[src/rtl/cnn_pkg.sv]
// Shared definitions for the feature-map read sequencer.
//   seq_state_t : sequencer FSM state encoding
//   clog2_min1  : bit width needed to index 'value' entries, never below 1
package cnn_pkg;

  typedef enum logic [1:0] {
    S_IDLE  = 2'd0,
    S_RUN   = 2'd1,
    S_DRAIN = 2'd2,
    S_DONE  = 2'd3
  } seq_state_t;

  // A 1-entry range still needs a 1-bit port, so clamp at 1.
  function automatic int clog2_min1(input int value);
    return (value <= 1) ? 1 : $clog2(value);
  endfunction

endpackage

[src/rtl/lat_pipe.sv]
// Fixed-latency delay line for the read strobe and the final-read flag.
// Ports:
//   clk     : clock, rising edge
//   reset   : asynchronous active-high reset, clears every stage
//   sample  : [0] read strobe, [1] final-read flag, captured every cycle
//   delayed : sample as it was DEPTH cycles earlier
module lat_pipe #(
  parameter int DEPTH = 1
) (
  input  logic       clk,
  input  logic       reset,
  input  logic [1:0] sample,
  output logic [1:0] delayed
);

  logic [1:0] stage [DEPTH];

  always_ff @(posedge clk or posedge reset) begin
    if (reset) begin
      for (int i = 0; i < DEPTH; i++) begin
        stage[i] <= 2'b00;
      end
    end else begin
      stage[0] <= sample;
      for (int i = 1; i < DEPTH; i++) begin
        stage[i] <= stage[i-1];
      end
    end
  end

  assign delayed = stage[DEPTH-1];

endmodule

[src/rtl/fmap_read_seq.sv]
// Feature-map read sequencer: sweeps addr (row-major within a channel),
// then chan, then pass, issuing one read per non-stalled RUN cycle, and
// waits for the memory latency to drain before pulsing done.
// Ports:
//   clk, reset : clock and asynchronous active-high reset
//   start      : begins a sweep when sampled in IDLE
//   stall      : downstream not ready, holds the sweep
//   addr       : linear in-channel address row*COLS+col
//   chan, pass : current channel and pass indices
//   rd_en      : read strobe for addr/chan this cycle
//   data_valid : rd_en delayed by MEM_LAT cycles
//   data_last  : data_valid beat of the final read
//   busy       : high in RUN and DRAIN
//   done       : one-cycle completion pulse
//
// state   | meaning
// --------+-----------------------------------------------
// S_IDLE  | waiting for start, counters at 0
// S_RUN   | issuing reads, one per cycle unless stalled
// S_DRAIN | final read issued, waiting MEM_LAT cycles
// S_DONE  | single cycle with done high
module fmap_read_seq
  import cnn_pkg::*;
#(
  parameter int ROWS     = 4,
  parameter int COLS     = 4,
  parameter int CHANNELS = 12,
  parameter int PASSES   = 1,
  parameter int MEM_LAT  = 1
) (
  input  logic                                 clk,
  input  logic                                 reset,
  input  logic                                 start,
  input  logic                                 stall,
  output logic [clog2_min1(ROWS*COLS)-1:0]     addr,
  output logic [clog2_min1(CHANNELS)-1:0]      chan,
  output logic [clog2_min1(PASSES)-1:0]        pass,
  output logic                                 rd_en,
  output logic                                 data_valid,
  output logic                                 data_last,
  output logic                                 busy,
  output logic                                 done
);

  localparam int AW = clog2_min1(ROWS*COLS);
  localparam int CW = clog2_min1(CHANNELS);
  localparam int PW = clog2_min1(PASSES);

  localparam logic [AW-1:0] ADDR_LAST  = AW'(ROWS*COLS - 1);
  localparam logic [CW-1:0] CHAN_LAST  = CW'(CHANNELS - 1);
  localparam logic [PW-1:0] PASS_LAST  = PW'(PASSES - 1);
  // Drain down-counter reaches 0 on the last of MEM_LAT cycles.
  localparam logic [1:0]    DRAIN_LOAD = 2'(MEM_LAT - 1);

  seq_state_t state;
  logic [1:0] drain_cnt;
  logic       addr_term;
  logic       chan_term;
  logic       pass_term;
  logic       final_rd;
  logic [1:0] pipe_out;

  assign rd_en     = (state == S_RUN) && !stall;
  assign addr_term = (addr == ADDR_LAST);
  assign chan_term = (chan == CHAN_LAST);
  assign pass_term = (pass == PASS_LAST);
  assign final_rd  = rd_en && addr_term && chan_term && pass_term;
  assign busy      = (state == S_RUN) || (state == S_DRAIN);
  assign done      = (state == S_DONE);

  always_ff @(posedge clk or posedge reset) begin
    if (reset) begin
      state     <= S_IDLE;
      addr      <= '0;
      chan      <= '0;
      pass      <= '0;
      drain_cnt <= 2'd0;
    end else begin
      case (state)
        S_IDLE: begin
          if (start) begin
            state <= S_RUN;
            addr  <= '0;
            chan  <= '0;
            pass  <= '0;
          end
        end
        S_RUN: begin
          if (rd_en) begin
            // Nested wrap: each counter only moves when the one below wraps.
            if (addr_term) begin
              addr <= '0;
              if (chan_term) begin
                chan <= '0;
                if (pass_term) begin
                  pass <= '0;
                end else begin
                  pass <= pass + PW'(1);
                end
              end else begin
                chan <= chan + CW'(1);
              end
            end else begin
              addr <= addr + AW'(1);
            end
            if (final_rd) begin
              state     <= S_DRAIN;
              drain_cnt <= DRAIN_LOAD;
            end
          end
        end
        S_DRAIN: begin
          if (drain_cnt == 2'd0) begin
            state <= S_DONE;
          end else begin
            drain_cnt <= drain_cnt - 2'd1;
          end
        end
        S_DONE: begin
          state <= S_IDLE;
        end
        default: begin
          state <= S_IDLE;
        end
      endcase
    end
  end

  lat_pipe #(
    .DEPTH (MEM_LAT)
  ) u_lat_pipe (
    .clk     (clk),
    .reset   (reset),
    .sample  ({final_rd, rd_en}),
    .delayed (pipe_out)
  );

  assign data_valid = pipe_out[0];
  assign data_last  = pipe_out[1];

endmodule

[config.mk]
export PLATFORM = sky130hd
export DESIGN_NAME = fmap_read_seq
export DESIGN_NICKNAME = d
export VERILOG_FILES = /design/src/rtl/cnn_pkg.sv /design/src/rtl/lat_pipe.sv /design/src/rtl/fmap_read_seq.sv
export SDC_FILE = /design/constraint.sdc
export NUM_CORES = 1
export LEC_CHECK = 0
export ABC_AREA = 1
export CAP_MARGIN = 20
export CORE_MARGIN = 8
export CORE_UTILIZATION = 60
export CTS_CLUSTER_DIAMETER = 60
export CTS_CLUSTER_SIZE = 16
export DETAILED_ROUTE_END_ITERATION = 12
export DONT_BUFFER_PORTS = 1
export GPL_ROUTABILITY_DRIVEN = 0
export PLACE_DENSITY = 0.85
export SLEW_MARGIN = 20
export SYNTH_ARGS = -nofsm -noshare
export SYNTH_HDL_FRONTEND = slang
export SYNTH_SLANG_ARGS = --single-unit
[constraint.sdc]
create_clock -name clk -period 1.9 [get_ports clk]
set_clock_uncertainty 0.1 [all_clocks]
set_input_delay 0.38 -clock clk [delete_from_list [all_inputs] [get_ports clk]]
set_output_delay 0.38 -clock clk [all_outputs]
set_load 0.02 [all_outputs]
==> impl_metrics.env, run 1 <==
export IMPL_status="completed"
export IMPL_synthArstFlopShare=1.000
export IMPL_netlist_instances=109
export IMPL_netSwitchingFraction=0.4906
export IMPL_area_delta_synth_final_pct=8.345
export IMPL_grt_max_degree=15
export IMPL_synth_top_area_frac=0.4029
export IMPL_clkSinkCount=14
export IMPL_setup_ws_ns=0.1148
export IMPL_core_mm2=0.001334
export IMPL_p_sw_mw=0.7340
export IMPL_tightestPinTransition_ns=0.5263
export IMPL_globalRoute_totalOverflow=0
export IMPL_drt_iter0_drc=13
export IMPL_hold_path_startpoint="stall"
export IMPL_synth_top_cell_by_area="dfrtp_1"
export IMPL_ys_ff_latch=14
export IMPL_cts_tree="yes"
export IMPL_drc=0
export IMPL_drive_above_1_share=0.1897
export IMPL_relSlewSlack=0.6488
export IMPL_critPathLaunch="state[1]"
export IMPL_tns_ns=0
export IMPL_required_ns=1.42
export IMPL_ys_seq_area_frac=0.4029
export IMPL_antenna_left=0
export IMPL_dieArea_mm2=0.002924
export IMPL_synth_area_leaders="dfrtp_1 (40%), nand2_1 (12%), ha_1 (10%), nand3_1 (6.9%), inv_1 (6.9%)"
export IMPL_internal_power_mw=0.7621
export IMPL_synth_top_cells_by_count="nand2_1 (27), inv_1 (16), dfrtp_1 (14), nand3_1 (12), nor2_1 (9)"
export IMPL_pwr_share_clk=0.106
export IMPL_syn_area_um2=869.6
export IMPL_vias=663
export IMPL_synth_most_common_cell="nand2_1"
export IMPL_grt_pass1_wl_mm=2.635
export IMPL_grtUsageTotal=0.1187
export IMPL_clkTransAtPathRegs_ns=0.08
export IMPL_clk_latency_ns=0.27
export IMPL_rsz0062_at_grt="no"
export IMPL_cts_max_level=1
export IMPL_reg2reg_from="addr[1]"
export IMPL_vdd_drop_max_mv=0.8033
export IMPL_crit_path_end_kind="primary output"
export IMPL_vias_per_cell=5.061
export IMPL_finalHoldViolCount=0
export IMPL_crit_arrival_ns=1.31
export IMPL_setup_viol_count_final=0
export IMPL_fin_crit_sh=0.9396
export IMPL_antenna_cells=0
export IMPL_io_pins=18
export IMPL_io_buffer_count=0
export IMPL_max_freq_ghz=0.5602
export IMPL_antenna_found_initial=0
export IMPL_die_w_um=54.07
export IMPL_routed_wl_mm=1.569
export IMPL_postSynthAreaPerCell_um2=7.978
export IMPL_numCtsBuffers=3
export IMPL_wl_per_cell_um=11.98
export IMPL_hold_class="in -> reg"
export IMPL_maxCapViolations=0
export IMPL_synth_edf_count=0
export IMPL_die_height_um=54.07
export IMPL_worstSetupStartpointType="flip-flop"
export IMPL_syn_nets=120
export IMPL_cp_max_fo=7
export IMPL_start_util=0.6520
export IMPL_ys_warn_count=0
export IMPL_slew_violations=0
export IMPL_p_comb_frac=0.577
export IMPL_firstDrtPassIters=4
export IMPL_power_leakage_nw=0.5208
export IMPL_clk_path_buf_depth=2
export IMPL_cts_setup_buffers=0
export IMPL_root_buffer="clkbuf_4"
export IMPL_period_needed_ns=1.785
export IMPL_worstSetupPathType="reg -> out"
export IMPL_power_density_mw_per_mm2=1588
export IMPL_dp_final_hpwl_mm=1.254
export IMPL_ys_types=21
export IMPL_seq_power_share=0.317
export IMPL_synth_ff_type="dfrtp_1"
export IMPL_rows=13
export IMPL_nets=129
export IMPL_grt_pass1_vias=633
export IMPL_post_place_ws_ns=0.2423
## repair_timing
item,4_1_cts,5_1_grt
hold buffers,1,0
pin swaps,0,0
endpoints found under the hold margin,14,0
gates resized for setup,1,1
endpoints found under the setup margin,1,1
## area by class of cell
class	count	area (µm²)
multi-input cells	75	432.9
fillers	108	391.6
flip-flops and latches	14	350.3
inverters	18	70.07
repair buffers	6	47.55
clock buffers	3	22.52
well taps	15	18.77
## per-stage QoR
| step | hold slack (ns) | power (mW) | instances | util | cell area (µm²) |
|---|---|---|---|---|---|
| floorplan | 0.1692 | 1.170 | 109 | - | 869.6 |
| global placement | 0.2313 | 1.319 | 127 | 0.6801 | 907.1 |
| detailed placement | 0.2359 | 1.337 | 127 | 0.6801 | 907.1 |
| CTS | 0.2989 | 1.503 | 131 | 0.7064 | 942.2 |
| global route | 0.2349 | 1.628 | 131 | 0.7064 | 942.2 |
| finish | 0.2399 | 1.496 | 131 | 0.7064 | 942.2 |
## path summary, 6_finish.rpt
check                                        endpoint  slack (ns)  cells after the start
worst max-delay path                            rd_en        0.11                      4
worst min-delay path            u_lat_pipe.delayed[0]        0.24                      3
worst max register to register                chan[3]        0.30                      8
worst min register to register           drain_cnt[1]        0.39                      2
max in group asynchronous                     chan[2]        0.86                      2
min in group asynchronous                    state[0]        0.49                      2
## cells by family after synthesis
family / share of synthesized area
compound gates: 0.04316
xor+xnor: 0.02015
fa+ha+maj: 0.1007
buf+inv: 0.1022
flops: 0.4029
other cells: 0.004312
simple gates: 0.3266
## flip-flops by register name, indices dropped and copies added, names as in the netlist
signal / flops
u_lat_pipe.delayed: 2
addr: 4
drain_cnt: 2
chan: 4
state: 2
## cell usage in the layout, fill, tap and decap left out
| cell | n |
|---|---|
| nand3_1 | 12 |
| inv_4 | 1 |
| a21oi_1 | 5 |
| ha_2 | 1 |
| clkbuf_4 | 3 |
| buf_4 | 5 |
| dlygate4sd3_1 | 1 |
| nor2_1 | 9 |
| o21ai_0 | 1 |
| inv_1 | 15 |
| nand2_4 | 2 |
| nor2_2 | 1 |
| nand2_2 | 5 |
| dfrtp_1 | 14 |
| conb_1 | 1 |
| nand3_4 | 1 |
| xnor2_1 | 1 |
| nand2_1 | 27 |
| ha_1 | 6 |
| o21bai_1 | 1 |
| nor2_4 | 1 |
| xor2_1 | 1 |
| inv_2 | 2 |
## worst max-delay path: stages (launching register included)
cell     delay [ns]
dfrtp_1        0.42
inv_1          0.10
ha_2           0.28
nand2_2        0.10
inv_2          0.13
## power groups by stage
stage	clock [mW]	combinational [mW]	sequential, mW
final	0.159	0.863	0.474
after global routing	0.179	0.963	0.486
after global placement	0	0.846	0.473
after floorplan	0	0.650	0.520
after detailed placement	0	0.856	0.480
after CTS	0.163	0.866	0.475
## layer usage
| metal | vias up | global-route usage | part of all wire |
|---|---|---|---|
| li1 | 349 | - | - |
| met1 | 292 | 0.1406 | 0.44 |
| met2 | 17 | 0.1988 | 0.48 |
| met3 | 5 | 0.03030 | 0.067 |
| met4 | 0 | 0.04918 | 0.012 |
| met5 | - | 0 | 0 |
No activity file was read; power rests on OpenSTA's default activity.
==> run 2, diff against run 1 <==
==> constraint.sdc (replaced) <==
create_clock -name clk -period 1.9 [get_ports clk]
set_clock_uncertainty 0.1 [all_clocks]
set_input_delay 0.38 -clock clk [delete_from_list [all_inputs] [get_ports clk]]
set_output_delay 0.38 -clock clk [all_outputs]
set_load 0.01 [all_outputs]
==> impl_metrics.env, run 2 (synthesized netlist as in run 1, its figures left out) <==
export IMPL_status="completed"
export IMPL_wl_met3_um=84
export IMPL_reg2reg_to="chan[3]"
export IMPL_stdcell_count=127
export IMPL_cts_setup_buffers=0
export IMPL_place_area_um2=877.1
export IMPL_slew_violations=0
export IMPL_worstSetupStartpointType="flip-flop"
export IMPL_hold_class="in -> reg"
export IMPL_drc=0
export IMPL_die_height_um=54.07
export IMPL_setup_ws_ns=0.1359
export IMPL_antenna_left=0
export IMPL_vdd_drop_max_mv=0.6971
export IMPL_wl_per_cell_um=11.92
export IMPL_firstDrtPassIters=3
export IMPL_die_w_um=54.07
export IMPL_hold_buffers=1
export IMPL_fin_crit_sh=0.9285
export IMPL_grt_pass1_vias=640
export IMPL_cpPeakStageDelay_ns=0.41
export IMPL_io_pins=18
export IMPL_period_needed_ns=1.764
export IMPL_postCtsResizedCells=0
export IMPL_cpMostUsedCell="inv_1"
export IMPL_root_buffer="clkbuf_4"
export IMPL_clkSinkCount=14
export IMPL_globalRoute_totalOverflow=0
export IMPL_critical_path_buf_inv_count=2
export IMPL_dieArea_mm2=0.002924
export IMPL_rsz0062_at_grt="no"
export IMPL_clkTransAtPathRegs_ns=0.08
export IMPL_clk_path_buf_depth=2
export IMPL_vias=647
export IMPL_power_leakage_nw=0.5037
export IMPL_final_cell_mix="nand2_1 (27), inv_1 (16), dfrtp_1 (14), nand3_1 (12), nor2_1 (9)"
export IMPL_clk_latency_ns=0.27
export IMPL_reg_top3="addr x4, chan x4"
export IMPL_drt_iter0_drc=7
export IMPL_drive_above_1_share=0.1429
export IMPL_rows=13
export IMPL_numCtsBuffers=3
export IMPL_final_common_cell="nand2_1"
export IMPL_required_ns=1.42
export IMPL_tns_ns=0
export IMPL_grt_max_degree=15
export IMPL_ff2ff_path_depth=9
export IMPL_io_buffer_count=0
export IMPL_vias_per_cell=5.094
export IMPL_critPathLaunch="state[1]"
export IMPL_crit_path_end="rd_en"
export IMPL_relSlewSlack=0.6564
export IMPL_wl_met1_um=615
export IMPL_post_route_util=0.6820
export IMPL_routed_wl_mm=1.514
export IMPL_cts_max_level=1
export IMPL_worst_hold_slack_ns=0.2409
export IMPL_hold_depth=3
export IMPL_finalHoldViolCount=0
export IMPL_antenna_found_initial=0
export IMPL_nets=125
export IMPL_maxCapViolations=0
export IMPL_antenna_cells=0
export IMPL_wl_met2_um=783
export IMPL_reg2reg_from="state[1]"
export IMPL_tightestPinTransition_ns=0.5148
export IMPL_total_power_mw=1.374
export IMPL_worst_path_max_delay_cell="dfrtp_1"
export IMPL_power_density_mw_per_mm2=1510
export IMPL_dp_final_hpwl_mm=1.245
export IMPL_reg2reg_slack_ns=0.31
export IMPL_area_delta_synth_final_pct=4.604
export IMPL_setup_viol_count_final=0
export IMPL_crit_path_end_kind="primary output"
export IMPL_grt_pass1_wl_mm=2.622
export IMPL_start_util=0.6520
export IMPL_highest_layer="met4"
export IMPL_design_area_um2=909.6
export IMPL_max_freq_ghz=0.5668
export IMPL_cp_top_family="flip-flops"
export IMPL_post_place_ws_ns=0.3064
export IMPL_crit_chain="inv_1 -> ha_1 -> nand2_2 -> inv_1"
export IMPL_grtUsageTotal=0.1213
export IMPL_cts_tree="yes"
export IMPL_hold_path_startpoint="stall"
export IMPL_cp_num_cells=4
export IMPL_worstSetupPathType="reg -> out"
export IMPL_place_inst=123
export IMPL_crit_arrival_ns=1.28
export IMPL_cp_max_fo=4
export IMPL_core_mm2=0.001334
run 2: cell count changes in the layout (fill, tap and decap cells not counted):
cell / delta
inv_1: +1
ha_1: +1
ha_2: -1
inv_2: -1
buf_4: -4
run 2: tightest hold or removal path, cell delays in order:
cell     delay (ns)
inv_1          0.03
nand2_2        0.06
inv_1          0.09
run 2: how the worst min path moves through the flow:
stage,slack [ns],to
final,0.24,u_lat_pipe.delayed[0]
after global routing,0.25,u_lat_pipe.delayed[0]
after global placement,0.23,chan[1]
after floorplan,0.17,addr[0]
after detailed placement,0.24,chan[1]
after CTS,0.25,u_lat_pipe.delayed[0]
run 2: report_power, final:
group,switching (mW),internal (mW),total (mW)
clock,0.0845,0.0733,0.158
combinational,0.460,0.256,0.717
sequential,0.115,0.384,0.500
run 2: layout make-up:
type                       count  area [µm²]
clock buffer                   3       22.52
fill                         107       424.2
inverter                      18       70.07
multi-input combinational     75       430.4
sequential                    14       350.3
tap                           15       18.77
timing repair buffer           2       17.52
run 2: per-layer routing:
layer | GRT usage | vias up
met4 | 0.07377 | 0
li1 | - | 341
met3 | 0.03581 | 4
met2 | 0.2143 | 10
met5 | 0 | -
met1 | 0.1228 | 292
